[src/rtl/telemetry_pkg.sv]
// Shared types and constants for the telemetry snapshot reader.
package telemetry_pkg;

  typedef enum logic [1:0] {
    SEL_MCYCLE   = 2'd0,
    SEL_MINSTRET = 2'd1,
    SEL_STALL    = 2'd2,
    SEL_ALL      = 2'd3
  } tel_sel_e;

  typedef enum logic {
    RD_IDLE = 1'b0,
    RD_SEND = 1'b1
  } tel_rd_state_e;

  localparam int TEL_NUM_CNT = 3;

endpackage

[src/rtl/telemetry_word_serializer.sv]
// Splits one WIDTH-bit word into BUS_W-bit beats, low word first.
module telemetry_word_serializer #(
  parameter int WIDTH = 64,
  parameter int BUS_W = 32
) (
  input  logic             clk,
  input  logic             rst,
  input  logic             load_i,
  input  logic             advance_i,
  input  logic [WIDTH-1:0] word_i,
  output logic             first_o,
  output logic             last_o,
  output logic [BUS_W-1:0] beat_data_o
);

  localparam int BPC    = WIDTH / BUS_W;
  localparam int BEAT_W = (BPC > 1) ? $clog2(BPC) : 1;
  localparam logic [BEAT_W-1:0] LAST_BEAT = BEAT_W'(BPC - 1);

  logic [BEAT_W-1:0] beat_q, beat_d;

  assign first_o = (beat_q == '0);
  assign last_o  = (beat_q == LAST_BEAT);

  // Wrapping on the last beat lets the next counter start at beat 0 without a reload.
  always_comb begin
    beat_d = beat_q;
    if (load_i) begin
      beat_d = '0;
    end else if (advance_i) begin
      beat_d = last_o ? '0 : beat_q + BEAT_W'(1);
    end
  end

  always_comb begin
    beat_data_o = '0;
    for (int k = 0; k < BPC; k++) begin
      if (beat_q == BEAT_W'(k)) beat_data_o = word_i[k*BUS_W +: BUS_W];
    end
  end

  always_ff @(posedge clk) begin
    if (rst) beat_q <= '0;
    else     beat_q <= beat_d;
  end

endmodule

[src/rtl/telemetry_snapshot_reader.sv]
// Captures mcycle/minstret/stall atomically on request and streams them over a narrow valid/ready channel.
module telemetry_snapshot_reader
  import telemetry_pkg::*;
#(
  parameter int WIDTH  = 64,
  parameter int BUS_W  = 32,
  parameter int SNAP_W = 16
) (
  input  logic              clk,
  input  logic              rst,
  input  logic [WIDTH-1:0]  cnt_mcycle,
  input  logic [WIDTH-1:0]  cnt_minstret,
  input  logic [WIDTH-1:0]  cnt_stall,
  input  logic              req_valid,
  output logic              req_ready,
  input  logic [1:0]        req_sel,
  output logic              rsp_valid,
  input  logic              rsp_ready,
  output logic [BUS_W-1:0]  rsp_data,
  output logic              rsp_last,
  output logic              busy,
  output logic [SNAP_W-1:0] snap_seq
);

  if ((WIDTH % BUS_W) != 0 || WIDTH < BUS_W) begin : g_bad_width
    $error("WIDTH must be a nonzero integer multiple of BUS_W");
  end

  tel_rd_state_e     state_q, state_d;
  tel_sel_e          sel_q, sel_d;
  logic [1:0]        idx_q, idx_d;
  logic [SNAP_W-1:0] snap_seq_q, snap_seq_d;
  logic [WIDTH-1:0]  snap_mc_q, snap_mi_q, snap_st_q;
  logic              ready_en_q;
  logic              load_q;

  logic              load, advance, final_cnt;
  logic              ser_first, ser_last;
  logic [WIDTH-1:0]  cur_word;
  logic [BUS_W-1:0]  beat_data;

  always_comb begin
    case (idx_q)
      2'd0:    cur_word = snap_mc_q;
      2'd1:    cur_word = snap_mi_q;
      default: cur_word = snap_st_q;
    endcase
  end

  telemetry_word_serializer #(.WIDTH(WIDTH), .BUS_W(BUS_W)) u_ser (
    .clk         (clk),
    .rst         (rst),
    .load_i      (load),
    .advance_i   (advance),
    .word_i      (cur_word),
    .first_o     (ser_first),
    .last_o      (ser_last),
    .beat_data_o (beat_data)
  );

  always_comb begin
    state_d    = state_q;
    sel_d      = sel_q;
    idx_d      = idx_q;
    snap_seq_d = snap_seq_q;
    load       = 1'b0;
    advance    = 1'b0;
    req_ready  = 1'b0;
    rsp_valid  = 1'b0;
    rsp_data   = '0;
    rsp_last   = 1'b0;
    busy       = 1'b0;
    final_cnt  = (sel_q != SEL_ALL) || (idx_q == 2'(TEL_NUM_CNT - 1));
    case (state_q)
      RD_IDLE: begin
        // ready_en_q keeps req_ready low through reset and for the release edge itself.
        req_ready = ready_en_q;
        if (req_valid && ready_en_q) begin
          load       = 1'b1;
          sel_d      = tel_sel_e'(req_sel);
          idx_d      = (req_sel == SEL_ALL) ? 2'd0 : req_sel;
          snap_seq_d = snap_seq_q + SNAP_W'(1);
          state_d    = RD_SEND;
        end
      end
      RD_SEND: begin
        busy      = 1'b1;
        rsp_valid = 1'b1;
        rsp_data  = beat_data;
        rsp_last  = ser_last && final_cnt;
        if (rsp_ready) begin
          advance = 1'b1;
          if (rsp_last)      state_d = RD_IDLE;
          else if (ser_last) idx_d   = idx_q + 2'd1;
        end
      end
      default: state_d = RD_IDLE;
    endcase
  end

  always_ff @(posedge clk) begin
    if (rst) begin
      state_q    <= RD_IDLE;
      sel_q      <= SEL_MCYCLE;
      idx_q      <= 2'd0;
      snap_seq_q <= '0;
      snap_mc_q  <= '0;
      snap_mi_q  <= '0;
      snap_st_q  <= '0;
      ready_en_q <= 1'b0;
      load_q     <= 1'b0;
    end else begin
      state_q    <= state_d;
      sel_q      <= sel_d;
      idx_q      <= idx_d;
      snap_seq_q <= snap_seq_d;
      ready_en_q <= 1'b1;
      load_q     <= load;
      if (load) begin
        snap_mc_q <= cnt_mcycle;
        snap_mi_q <= cnt_minstret;
        snap_st_q <= cnt_stall;
      end
    end
  end

  // A freshly loaded response must open on beat 0.
  always_ff @(posedge clk) begin
    if (!rst && load_q) assert (ser_first);
  end

  assign snap_seq = snap_seq_q;

endmodule

[config.mk]
export PLATFORM = sky130hd
export DESIGN_NAME = telemetry_snapshot_reader
export DESIGN_NICKNAME = d
export VERILOG_FILES = /design/src/rtl/telemetry_pkg.sv /design/src/rtl/telemetry_word_serializer.sv /design/src/rtl/telemetry_snapshot_reader.sv
export SDC_FILE = /design/constraint.sdc
export NUM_CORES = 1
export LEC_CHECK = 0
export CAP_MARGIN = 20
export CORE_MARGIN = 3
export CORE_UTILIZATION = 40
export DETAILED_ROUTE_END_ITERATION = 6
export DONT_BUFFER_PORTS = 1
export PLACE_DENSITY = 0.63
export SLEW_MARGIN = 10
export SYNTH_ARGS = -nofsm -noshare
export SYNTH_HDL_FRONTEND = slang
export SYNTH_SLANG_ARGS = --single-unit
[constraint.sdc]
create_clock -name clk -period 3 [get_ports clk]
set_input_delay 0.3 -clock clk [delete_from_list [all_inputs] [get_ports clk]]
set_output_delay 0.3 -clock clk [all_outputs]
set_load 0.01 [all_outputs]
# After elaboration in Yosys (flattened, before gate mapping)
# Cells that the tools add are included.
# word_totals
register_bits	215
input_bits	198
out_inout_bits	52
wordCells	49
# classes
addsub	3
n_eq_ne	8
mux	21
bitwise	1
n_reduce_logical	7
# op_table
cell	n
64-bit case mux with 2 select lines	1
32-bit two-way mux	2
16-bit by 1-bit adder with 16-bit output, second input constant	1
1-bit two-way mux	11
2-bit two-way mux	5
2-bit != test, second input constant	4
2-bit equality test, second input constant	2
2-bit case mux with 2 select lines	1
4-bit AND reduction	1
2-bit by 1-bit adder with 2-bit output, second input constant	1
2-bit by 1-bit equality test with 1-bit output, second input constant	1
1-bit logical AND	2
2-bit logical NOT	1
2-bit by 1-bit != test with 1-bit output, second input constant	1
1-bit case mux with 2 select lines	1
2-bit AND reduction	1
2-bit OR reduction	1
1-bit adder, second input constant	1
1-bit logical OR	1
1-bit NOT	1

# Depth between registers and ports, before layout
# Gate-level depths: netlist of the first run.
# depth
word_depth	6
depth_mapped	7
depth_no_buf	6

# By module
# From an unflattened synthesis of the first run, not the netlist that was laid out.
# unflattened
cells_unflattened	1242
hier_area_um2	9454.1
# by_module_without_submodules
module	instances	cells_per_inst	area_per_inst_um2	seq_area_each_um2
telemetry_snapshot_reader	1	1202	8874.8	4284.1
telemetry_word_serializer	1	40	579.3	20.0

# Worst setup path before layout of the first run
# No wires, ideal clock.
# synth_path
path_type	register to output
startpoint	register idx_q[1]
endpoint	output port rsp_data[11]
arrival_time_ns	1.824
required_ns	2.700
slack_ns	0.876
stages_incl_launch_ff	8
path_buffers	3
path_cell_list	dfxtp_1 > inv_1 > ha_1 > buf_2 > buf_1 > buf_1 > a22oi_1 > a311oi_1
# synth_via
elab_chain_len	4
elab_cells_between_ends	5
cone_classes	eq/ne (1); mux (3); reduce/logical (1)
# synth_rtl
element	line	source
from (decl)	telemetry_snapshot_reader.sv:31	logic [1:0] idx_q, idx_d;
from (signal assigned)	telemetry_snapshot_reader.sv:115	idx_q <= idx_d;
2-bit by 1-bit equality test with 1-bit output or 2-bit logical NOT (tied branches)	telemetry_snapshot_reader.sv:43	case (idx_q)
64-bit case mux with 2 select lines (*)	telemetry_snapshot_reader.sv:43	
32-bit two-way mux (*)	telemetry_word_serializer.sv:38	if (beat_q == BEAT_W'(k)) beat_data_o = word_i[k*BUS_W +: BUS_W];
32-bit two-way mux (*)	telemetry_snapshot_reader.sv:74	case (state_q)
to (decl)	telemetry_snapshot_reader.sv:19	output logic [BUS_W-1:0] rsp_data,
# Mark *: on every way between the ends. The rest lies on a longest branch, timed or not.

# Worst setup path after layout of the first run
# layout_path
startpoint	register idx_q[1]
endpoint	output port rsp_data[2]
# Same word-level chain as after synthesis.

==> results of run 1 <==
## repair_timing
item / CTS / global route
setup endpoints to repair: 14 / 7
resized for setup: 2 / 0
hold buffers: 203 / 0
setup buffers: 0 / 0
hold endpoints to repair: 213 / 0
## cells in the final DEF, fill, tap and decap left out, types with 5 or more instances in the layout
| cell type | n |
|---|---|
| a311oi_1 | 32 |
| a211oi_1 | 33 |
| xnor2_1 | 7 |
| nor2_1 | 14 |
| nand4_1 | 5 |
| buf_4 | 29 |
| dfxtp_1 | 214 |
| a22o_1 | 29 |
| clkbuf_8 | 8 |
| buf_12 | 5 |
| clkinv_2 | 5 |
| a21oi_1 | 205 |
| inv_1 | 6 |
| dlygate4sd3_1 | 202 |
| nand2_1 | 428 |
| a22oi_1 | 32 |
| clkbuf_16 | 25 |
## power groups by stage
| stage | Clock [mW] | Sequential [mW] | Combinational, mW |
|---|---|---|---|
| finish | 3.06 | 3.07 | 0.837 |
| global route | 3.24 | 3.08 | 0.916 |
| CTS | 3.12 | 3.07 | 0.812 |
| detailed placement | 0 | 3.13 | 0.576 |
| global placement | 0 | 3.13 | 0.560 |
| floorplan | 0 | 3.10 | 0.455 |
## layer usage
layer | routed length (um) | global-route usage
met5 | 0 | 0
met1 | 13800 | 0.345
met2 | 13000 | 0.346
met3 | 1920 | 0.0403
met4 | 935 | 0.0791
## critical path, cell delays in order (launching register included)
cell and delay, ns:
dfxtp_1 0.31, inv_1 0.15, ha_4 0.41, nor2_4 0.08, buf_12 0.21, a211oi_1 0.60
a311oi_1 0.15, buf_4 0.19
## flip-flops by register name, summed over array words and instances (netlist names)
name          cells
state_q           1
u_ser.last_o      1
snap_mc_q        64
snap_seq         16
snap_st_q        64
idx_q             2
ready_en_q        1
snap_mi_q        64
sel_q             2
## metrics by stage
step | cell area [sq um] | worst slack [ns]
3_3_place_gp | 9130 | 0.448
2_1_floorplan | 8870 | 0.876
6_report | 12100 | 0.0611
5_1_grt | 12100 | -0.0696
4_1_cts | 12000 | 0.0404
3_5_place_dp | 9130 | 0.396
## final cells by class
type                    instances  area, sq um
fillers                      1974         9350
flip-flops and latches        215         4310
multi-input cells             828         4180
repair buffers                237         2370
clock buffers                  36          747
well taps                     275          344
clock inverters                 8         92.6
inverters                       6         22.5
diodes                          4         10.0
## worst paths after layout
check | start | end | cells after the start
max | idx_q[1] | rsp_data[2] | 7
min | cnt_mcycle[24] | snap_mc_q[24] | 2
max reg2reg | snap_seq[2] | snap_seq[15] | 5
min reg2reg | snap_mc_q[16] | snap_mc_q[16] | 2
## cell families (layout without fill, tap and decap cells)
logic type | Yosys count | after routing | synth area share
adder cells (fa/ha/maj) | 4 | 4 | 0.00564
buffers and inverters | 107 | 287 | 0.0474
XOR/XNOR | 11 | 11 | 0.0109
AND/OR/NAND/NOR | 470 | 470 | 0.209
other | 0 | 4 | 0
flip-flops | 215 | 215 | 0.485
AO/OA/AOI/OAI | 343 | 343 | 0.241
==> impl_metrics.env, run 1 <==
export IMPL_synth_top_cell_by_area="dfxtp_1"
export IMPL_outcome="finished, final reports clean"
export IMPL_synth_edf_count=0
export IMPL_fin_util=0.563
export IMPL_syn_avg_cell_area_sq_um=7.71
export IMPL_wire_per_inst_um=18.5
export IMPL_syn_area_sq_mm=0.00887
export IMPL_first_pass_iters=5
export IMPL_layout_cells_non_filler=1609
export IMPL_clock_path_buffers=3
export IMPL_ys_seq_area_frac=0.485
export IMPL_io_buffer_count=0
export IMPL_grt_usage=0.234
export IMPL_slew_headroom=0.517
export IMPL_leakagePower_nw=4.36
export IMPL_setup_tns_ns=0
export IMPL_skew_ns=0.0124
export IMPL_grt_pass1_wl_um=45700
export IMPL_dieArea_sq_mm=0.0240
export IMPL_maxCapViolations=0
export IMPL_synth_top_area_share=0.485
export IMPL_hold_violations=0
export IMPL_grt_max_degree=154
export IMPL_synthFlopType="dfxtp_1"
export IMPL_dieWidth_um=155
export IMPL_synthesis_nets=1352
export IMPL_clk_pin_slew_ns=0.06
export IMPL_worst_endpoint_required_ns=2.70
export IMPL_p_clk_frac=0.440
export IMPL_yosysWarnings=0
export IMPL_drc_errors=0
export IMPL_die_h_um=155
export IMPL_nets=1514
export IMPL_grt_antenna_before_repair=3
export IMPL_grt_pass1_vias=8279
export IMPL_async_flop_share=0
export IMPL_max_clock_freq_mhz=340
export IMPL_placed_cells=1357
export IMPL_gp_congestion=0.849
export IMPL_cts_tree="built"
export IMPL_drt_iter0_markers=769
export IMPL_pin_count=250
export IMPL_critPathMaxFanout=64
export IMPL_report_final_slew_viol_count=0
export IMPL_detail_route_antenna_nets=0
export IMPL_path_class="reg -> out"
export IMPL_whs_ns=0.0121
export IMPL_ys_types=37
export IMPL_p_sw_mw=1.73
export IMPL_vdd_ir_drop_max_mv=0.375
export IMPL_numCtsBuffers=24
export IMPL_rrSetupSlack_ns=0.56
export IMPL_grt_overflow=0
export IMPL_setup_viol=0
export IMPL_p_int_mw=5.23
export IMPL_synth_area_leaders="dfxtp_1 (49%), nand2_1 (18%), a21oi_1 (12%), a311oi_1 (3.2%), clkbuf_1 (3.0%)"
export IMPL_cts_root_buf="clkbuf_16"
export IMPL_worstSkewPairLatency_ns=0.51
export IMPL_min_period_ns=2.94
export IMPL_syn_to_final_growth_pct=36.1
export IMPL_clock_sinks=215
export IMPL_synth_commonest_cells="nand2_1 (428), dfxtp_1 (215), a21oi_1 (205)"
export IMPL_viasPerCell=5.50
export IMPL_num_vias=8843
export IMPL_sw_frac_of_total=0.249
export IMPL_synth_most_common_cell="nand2_1"
export IMPL_htree_levels=1
export IMPL_hold_class="in -> reg"
export IMPL_pwr_share_comb=0.120
export IMPL_p_per_area_mw_per_mm2=577
export IMPL_final_layout_size_suffix_gt1_frac=0.0639
export IMPL_worstPathArrival_ns=2.64
export IMPL_start_kind="flop"
export IMPL_start_util=0.414
export IMPL_crit_path_end_kind="primary output"
export IMPL_fp_coreArea_sq_mm=0.0214
export IMPL_syn_inst=1150
export IMPL_wirelength_um=29700
export IMPL_rsz0062_at_grt="true"
export IMPL_p_seq_frac=0.440
export IMPL_power_total_mw=6.96
export IMPL_rows=53
export IMPL_tightest_slew_ns=0.720
export IMPL_ys_ff_latch=215
export IMPL_hpwl_um=18300
export IMPL_fin_crit_sh=0.980
Note: power is estimated with default switching activity, not from simulation.
==> run 2: changes to the inputs <==
SYNTH_HIERARCHICAL = 1   (was not set)
clock period = 2.9 ns   (was 3 ns; I/O delays follow)
==> run 2 against run 1 <==
  * Sequential power rose by 3%
  * Sequential share of layout area fell by 1.3 points
  * Synthesized area rose by 6.6%
  * Critical endpoint is now rsp_data[16]
  * Via count rose by 1.2%
  * Wire length rose by 5.2%
  * Critical path depth did not move
  * Largest cell class is now multi-input gates
==> impl_metrics.env, run 2 <==
export IMPL_grt_pass1_vias=8870
export IMPL_start_kind="flop"
export IMPL_worstPathArrival_ns=2.45
export IMPL_setup_tns_ns=0
export IMPL_reg_top3="snap_mc_q (64), snap_mi_q (64), snap_st_q (64)"
export IMPL_drt_iter0_markers=813
export IMPL_fin_crit_sh=0.945
export IMPL_synthesis_nets=1443
export IMPL_max_clock_freq_mhz=365
export IMPL_holdPathStages=2
export IMPL_p_sw_mw=1.79
export IMPL_numCtsBuffers=24
export IMPL_n_antenna_cell=0
export IMPL_mostFrequentLayoutCells="nand2_1 (522), dfxtp_1 (214), dlygate4sd3_1 (208)"
export IMPL_r2r_end="snap_seq[14]"
export IMPL_grt_overflow=0
export IMPL_critPathMaxFanout=26
export IMPL_outcome="finished, final reports clean"
export IMPL_gp_congestion=0.831
export IMPL_wire_per_inst_um=18.1
export IMPL_grt_pass1_wl_um=49100
export IMPL_final_layout_size_suffix_gt1_frac=0.0738
export IMPL_dieWidth_um=160
export IMPL_vdd_ir_drop_max_mv=0.385
export IMPL_syn_inst=1241
export IMPL_num_vias=8947
export IMPL_max_stage_delay_ns=0.39
export IMPL_clock_sinks=215
export IMPL_slowest_stage="dfxtp_1"
export IMPL_leakagePower_nw=4.98
export IMPL_cts_tree="built"
export IMPL_htree_levels=1
export IMPL_syn_to_final_growth_pct=32.5
export IMPL_first_pass_iters=6
export IMPL_p_seq_frac=0.437
export IMPL_drc_errors=0
export IMPL_clock_path_buffers=3
export IMPL_clk_pin_slew_ns=0.06
export IMPL_fillers=2126
export IMPL_power_total_mw=7.27
export IMPL_layout_commonest_cell="nand2_1"
export IMPL_yosysWarnings=6
export IMPL_min_from="rst"
export IMPL_grt_usage=0.237
export IMPL_worstPathCellList="inv_1, ha_2, buf_4, a22oi_1, nand2_1, mux2_4, and2_1"
export IMPL_grt_antenna_before_repair=0
export IMPL_min_period_ns=2.74
export IMPL_tightest_slew_ns=0.937
export IMPL_p_clk_frac=0.443
export IMPL_viasPerCell=5.19
export IMPL_crit_path_end_kind="primary output"
export IMPL_rsz0062_at_grt="false"
export IMPL_syn_area_sq_mm=0.00945
export IMPL_detail_route_antenna_nets=0
export IMPL_report_final_slew_viol_count=0
export IMPL_rows=55
export IMPL_rr_startpoint="snap_seq[0]"
export IMPL_rrSetupSlack_ns=0.58
export IMPL_fp_coreArea_sq_mm=0.0229
export IMPL_sw_frac_of_total=0.246
export IMPL_hold_class="in -> reg"
export IMPL_die_h_um=160
export IMPL_skew_ns=0.0153
export IMPL_cts_root_buf="clkbuf_16"
export IMPL_dieArea_sq_mm=0.0255
export IMPL_path_class="reg -> out"
export IMPL_setup_viol=0
export IMPL_wirelength_um=31300
export IMPL_p_int_mw=5.48
export IMPL_hold_violations=0
export IMPL_pin_count=250
export IMPL_worst_endpoint_required_ns=2.61
export IMPL_pwr_share_comb=0.121
export IMPL_hold_end="snap_seq[15]"
export IMPL_maxCapViolations=0
export IMPL_worstSkewPairLatency_ns=0.52
export IMPL_io_buffer_count=0
export IMPL_start_util=0.412
export IMPL_p_per_area_mw_per_mm2=581
export IMPL_grt_max_degree=196
export IMPL_syn_avg_cell_area_sq_um=7.62
export IMPL_hpwl_um=19500
export IMPL_nets=1595
export IMPL_slew_headroom=0.375
export IMPL_reg2reg_depth=6
## run 2: power by group through the flow
| stage | Clock [mW] | Combinational, mW | Sequential [mW] |
|---|---|---|---|
| after CTS | 3.29 | 0.869 | 3.17 |
| final | 3.22 | 0.879 | 3.17 |
| after floorplan | 0 | 0.510 | 3.21 |
| after global routing | 3.43 | 0.968 | 3.19 |
| after detailed placement | 0 | 0.622 | 3.23 |
| after global placement | 0 | 0.613 | 3.23 |
## run 2: what timing repair did
action | CTS | global route
setup buffers | 0 | 0
hold buffers | 209 | 0
setup endpoints to repair | 0 | 27
gates resized for setup | 0 | 3
hold endpoints to repair | 214 | 0
## run 2: metrics by stage
stage | cells | utilization | setup slack (ns) | hold slack, ns | instance area (sq um)
2_1_floorplan | 1241 | - | 0.943 | 0.361 | 9450
3_3_place_gp | 1471 | 0.416 | 0.619 | 0.374 | 9540
3_5_place_dp | 1471 | 0.416 | 0.620 | 0.373 | 9540
4_1_cts | 1723 | 0.546 | 0.0486 | 0.00307 | 12500
5_1_grt | 1723 | 0.546 | 0.0108 | 0.0393 | 12500
6_report | 1723 | 0.546 | 0.159 | 0.0229 | 12500
## run 2: critical path, delay by kind of cell, from the launching register on
family                   cells  cell delay (ns)
AO/OA/AOI/OAI                1             0.39
adder cells (fa/ha/maj)      1             0.23
buffers and inverters        2             0.36
flip-flops                   1             0.39
multiplexers                 1             0.27
AND/OR/NAND/NOR              2             0.28
## run 2: cell type report
| type | count | area (sq um) | share of cell area |
|---|---|---|---|
| inverters | 6 | 27.5 | 0.00220 |
| flip-flops and latches | 215 | 4310 | 0.344 |
| multi-input cells | 924 | 4690 | 0.375 |
| clock buffers | 31 | 677 | 0.0541 |
| clock inverters | 12 | 171 | 0.0137 |
| well taps | 313 | 392 | 0.0313 |
| repair buffers | 222 | 2260 | 0.180 |
## run 2: worst max path at each step
stage	to	from	slack [ns]	cells past startpoint
floorplan	rsp_data[0]	idx_q[0]	0.94	8
global placement	rsp_data[19]	idx_q[1]	0.62	7
detailed placement	rsp_data[19]	idx_q[1]	0.62	7
CTS	rsp_data[19]	idx_q[1]	0.05	7
global route	rsp_data[3]	idx_q[0]	0.01	8
finish	rsp_data[16]	idx_q[0]	0.16	7
## run 2: per-layer routing
layer / wire, um / GRT usage / up-vias
met3: 2110 / 0.0464 / 57
met5: 0 / 0 / -
li1: - / - / 4393
met1: 14100 / 0.328 / 4173
met2: 14100 / 0.375 / 324
met4: 985 / 0.0744 / 0
==> run 3: changes to the inputs <==
SETUP_SLACK_MARGIN = 0.05   (was not set)
==> run 3 against run 2 <==
  * Clock skew up 0.0016 ns
  * Register-to-register slack better by 0.04 ns
  * Largest cell class unchanged
  * Sequential share of layout area down 0.086 points
  * Via count up 0.11%
  * Sequential power about the same
==> impl_metrics.env, run 3 (synthesis gave the netlist of run 2 again) <==
export IMPL_report_final_slew_viol_count=0
export IMPL_grt_max_degree=196
export IMPL_setup_viol=0
export IMPL_mostFrequentLayoutCells="nand2_1 (522), dfxtp_1 (214), dlygate4sd3_1 (209)"
export IMPL_numCtsBuffers=24
export IMPL_wl_met1_um=14100
export IMPL_path_class="reg -> out"
export IMPL_placed_cells=1471
export IMPL_detail_route_antenna_nets=0
export IMPL_gp_congestion=0.831
export IMPL_dieWidth_um=160
export IMPL_critPathMaxFanout=21
export IMPL_vdd_ir_drop_max_mv=0.399
export IMPL_clock_sinks=215
export IMPL_rsz0062_at_grt="true"
export IMPL_min_period_ns=2.74
export IMPL_grt_pass1_wl_um=49000
export IMPL_hpwl_um=19500
export IMPL_tightest_slew_ns=1.01
export IMPL_rows=55
export IMPL_cts_tree="built"
export IMPL_fp_coreArea_sq_mm=0.0229
export IMPL_grt_overflow=0
export IMPL_leakagePower_nw=5.00
export IMPL_holdPathStages=3
export IMPL_power_total_mw=7.28
export IMPL_htree_levels=1
export IMPL_die_h_um=160
export IMPL_fin_crit_sh=0.946
export IMPL_setup_tns_ns=0
export IMPL_clk_pin_slew_ns=0.06
export IMPL_placed_area_sq_mm=0.00954
export IMPL_pin_count=250
export IMPL_fillers=2118
export IMPL_multiInputGateArea_sq_mm=0.00470
export IMPL_worstPathArrival_ns=2.45
export IMPL_io_buffer_count=0
export IMPL_grt_usage=0.237
export IMPL_maxCapViolations=0
export IMPL_start_util=0.412
export IMPL_grt_antenna_before_repair=0
export IMPL_register_area_sq_mm=0.00431
export IMPL_dieArea_sq_mm=0.0255
export IMPL_start_kind="flop"
export IMPL_worstSkewPairLatency_ns=0.52
export IMPL_layout_commonest_cell="nand2_1"
export IMPL_reg_top3="snap_mc_q (64), snap_mi_q (64), snap_st_q (64)"
export IMPL_cts_root_buf="clkbuf_16"
export IMPL_clock_path_buffers=3
export IMPL_nets=1597
export IMPL_p_per_area_mw_per_mm2=580
export IMPL_syn_to_final_growth_pct=32.8
export IMPL_drc_errors=0
export IMPL_dr_wl_met2_um=14000
export IMPL_wire_per_inst_um=18.1
export IMPL_drt_iter0_markers=818
export IMPL_worst_endpoint_required_ns=2.61
export IMPL_layout_cells_non_filler=1725
export IMPL_final_layout_size_suffix_gt1_frac=0.0758
export IMPL_wirelength_um=31200
export IMPL_max_clock_freq_mhz=364
export IMPL_skew_ns=0.0169
export IMPL_top_layer="met4"
export IMPL_first_pass_iters=5
export IMPL_hold_class="in -> reg"
export IMPL_wl_met3_um=2090
export IMPL_num_vias=8957
export IMPL_grt_pass1_vias=8899
export IMPL_crit_path_end_kind="primary output"
export IMPL_hold_violations=0
export IMPL_slew_headroom=0.330
export IMPL_n_antenna_cell=0
export IMPL_outcome="finished, final reports clean"
export IMPL_reg2reg_depth=6
export IMPL_viasPerCell=5.19
export IMPL_fin_area_sq_mm=0.0125
-- run 3: cell types whose count changed in the layout (fill, tap and decap cells not counted), sizes merged --
cell,before,now
dlygate4sd3,208,209
buf,14,15
-- run 3: path summary, 6_finish.rpt --
kind / slack [ns] / endpoint / from
setup reg to reg: 0.62 / snap_seq[12] / snap_seq[0]
setup / recovery: 0.16 / rsp_data[15] / idx_q[0]
hold reg to reg: 0.45 / snap_mi_q[51] / snap_mi_q[51]
hold / removal: 0.03 / idx_q[1] / req_sel[0]
-- run 3: worst max-delay path: stages, from the launching register on --
cell and delay, ns:
dfxtp_1 0.39, inv_1 0.10, ha_2 0.24, buf_4 0.23
a22oi_1 0.35, nand2_1 0.14, mux2_4 0.28, and2_1 0.19
-- run 3: area by class of cell --
type                            instances  share of cell area
Clock buffer                           31              0.0539
Clock inverter                         12              0.0137
Inverter                                6             0.00219
Multi-Input combinational cell        924               0.374
Sequential cell                       215               0.343
Tap cell                              313              0.0312
Timing Repair Buffer                  224               0.182
-- run 3: metrics by stage --
stage,setup WS [ns],utilization,hold slack (ns)
floorplan,0.943,-,0.361
global placement,0.619,0.416,0.374
detailed placement,0.620,0.416,0.373
CTS,0.0520,0.546,0.00317
global route,0.0303,0.548,0.0393
finish,0.156,0.548,0.0282
-- run 3: layer usage --
layer  vias up  track usage
met5         -            0
met1      4184        0.327
met4         0       0.0780
li1       4397            -
met3        51       0.0459
met2       325        0.372
-- run 3: where the power goes --
group | total, mW | internal [mW] | leakage [nW] | switching [mW]
clock network | 3.22 | 2.00 | 0.425 | 1.22
logic | 0.884 | 0.398 | 2.82 | 0.486
registers | 3.17 | 3.09 | 1.75 | 0.0850
total | 7.28 | 5.49 | 5.00 | 1.79
-- run 3: what timing repair did --
action	in CTS	in global routing
pin swaps	0	1
hold endpoints to repair	214	0
buffers inserted	0	1
endpoints found under the setup margin	1	32
hold buffers	210	0
resized for setup	1	5
==> RTL edit, RTL diff (settings of run 2) <==
The parameter `SNAP_W` goes from 16 to 32.
--- a/src/rtl/telemetry_snapshot_reader.sv
+++ b/src/rtl/telemetry_snapshot_reader.sv
@@ -4,7 +4,7 @@
 #(
   parameter int WIDTH  = 64,
   parameter int BUS_W  = 32,
-  parameter int SNAP_W = 16
+  parameter int SNAP_W = 32
 ) (
   input  logic              clk,
   input  logic              rst,
Ports: changed (resized snap_seq); port bits go from 250 to 266. The function was not compared with the original's and may differ.
==> RTL edit against run 2 <==
Worst hold slack better by 28 ps. Cell count increased by 7.5%. Largest cell class unchanged. Worst setup slack improved by 1.9 ps. Die area is 7.5% higher. Total power up 5.6%. Wire length grew 5.6%. Via count is 11% higher. Sequential cell count grew 16. Area after synthesis grew 7.8%. Final area is 8.2% higher.
==> RTL edit: results (changes against run 2) <==
Power and ir drop
  • VDD IR max: 0.4467 mV (was 0.3853 mV)
  • Power Clock: 3.46 mW (was 3.22 mW)
  • Sequential Power Share: 0.441 (was 0.437)
  • Leakage: 5.282 nW (was 4.980 nW)
  • Power Density: 566.9 nW/um^2 (was 580.7 nW/um^2)
  • Internal Power: 5.769 mW (was 5.483 mW)

Timing
  • Slew HR: 0.3567 (was 0.3750)
  • Final clock skew: 8.509 ps (was 15.29 ps)

Cells and area
  • Filler cell count in the final layout: 2296 (was 2126)
  • Share of layout cells above drive strength 1: 0.07264 (was 0.07376)
  • Biggest regs: snap_mc_q x64, snap_mi_q x64, snap_st_q x64 (unchanged)
  • Final net count: 1710 (was 1595)

Place
  • RD Place Congestion: 0.8321 (was 0.8307)
  • Placed Area: 10300 um^2 (was 9543 um^2)
  • Port bufs: 0 (unchanged)
  • Pre-CTS setup slack: 623.7 ps (was 620.4 ps)
  • DP HPWL: 19760 um (was 19520 um)

Logic synthesis
  • Syn Nets: 1543 (was 1443)
  • Warnings from Yosys: 6 (unchanged)

Drt
  • DRT Pass-1 Iters: 7 (was 6)
  • Routed wire length: 33010 um (was 31270 um)
  • Initial DRC count: 889 (was 813)
  • DR vias/cell: 5.382 (was 5.193)

GRT
  • Vias in the first global route: 9154 (was 8870)
  • Largest net degree at the start of global routing: 149 (was 196)
  • Gr usage total: 0.2265 (was 0.2371)
  • First-pass GRT wire length: 49380 um (was 49100 um)
  • Initial antenna violation count: 2 (was 0)

Clock tree
  • CTS buffer count: 27 (was 24)
  • Worst-path clk slew: 60 ps (about the same)
  • Clock Tree Root: clkbuf_16 (unchanged)
  • H-tree Lvls: 1 (unchanged)
  • Clk buf depth: 3 (unchanged)
  • Clock latency on the worst-skew pair: 530 ps

Critical path
  • Worst EP arrival: 2450 ps (about the same)
  • Worst-path maximum fanout: 44 (was 26)

Min path
  • Hold/Removal Path Class: primary input to flip-flop (unchanged)

Status
  • Outcome: finished clean (unchanged)
RTL edit: layout make-up:
| type | count | area (um^2) | area share |
|---|---|---|---|
| sequential | 231 | 4629 | 0.3418 |
| clock buffer | 33 | 738.2 | 0.05450 |
| multi-input combinational | 1000 | 5099 | 0.3764 |
| antenna | 1 | 2.502 | 0.0001848 |
| inverter | 7 | 31.28 | 0.002309 |
| clock inverter | 16 | 172.7 | 0.01275 |
| timing repair buffer | 241 | 2466 | 0.1821 |
| tap | 324 | 405.4 | 0.02993 |
RTL edit: path summary, 6_finish.rpt:
check,startpoint,end,slack (ps),cells after the start
setup / recovery,idx_q[0],rsp_data[14],160,7
hold / removal,rst,snap_seq[26],50,2
setup reg to reg,state_q,snap_st_q[28],170,7
hold reg to reg,snap_mi_q[19],snap_mi_q[19],450,2
RTL edit: routing by layer:
layer / wire [um] / share of wire / global-route usage / vias to the layer above
li1: - / - / - / 4807
met1: 14650 / 0.44 / 0.3243 / 4726
met2: 15460 / 0.47 / 0.3625 / 400
met3: 2391 / 0.072 / 0.03642 / 37
met4: 494 / 0.015 / 0.04499 / 2
met5: 11 / 0.00033 / 0 / -
RTL edit: what timing repair did:
item / in CTS / in global routing
setup buffers: 0 / 0
hold endpoints to repair: 230 / 0
setup endpoints to repair: 0 / 16
gates resized for setup: 0 / 4
hold buffers: 229 / 0
RTL edit: stage by stage:
stage / hold slack, ps / cells
6_report: 50.84 / 1853
5_1_grt: 18.86 / 1853
3_3_place_gp: 378.5 / 1573
3_5_place_dp: 381.3 / 1573
4_1_cts: 1.306 / 1851
2_1_floorplan: 360.9 / 1341
RTL edit: worst max-delay path, stage by stage, from the launching register on:
cell,delay [ps]
dfxtp_1,350
inv_1,80
ha_2,240
buf_6,250
a22oi_1,290
nand2_1,180
mux2_4,310
and2_1,190
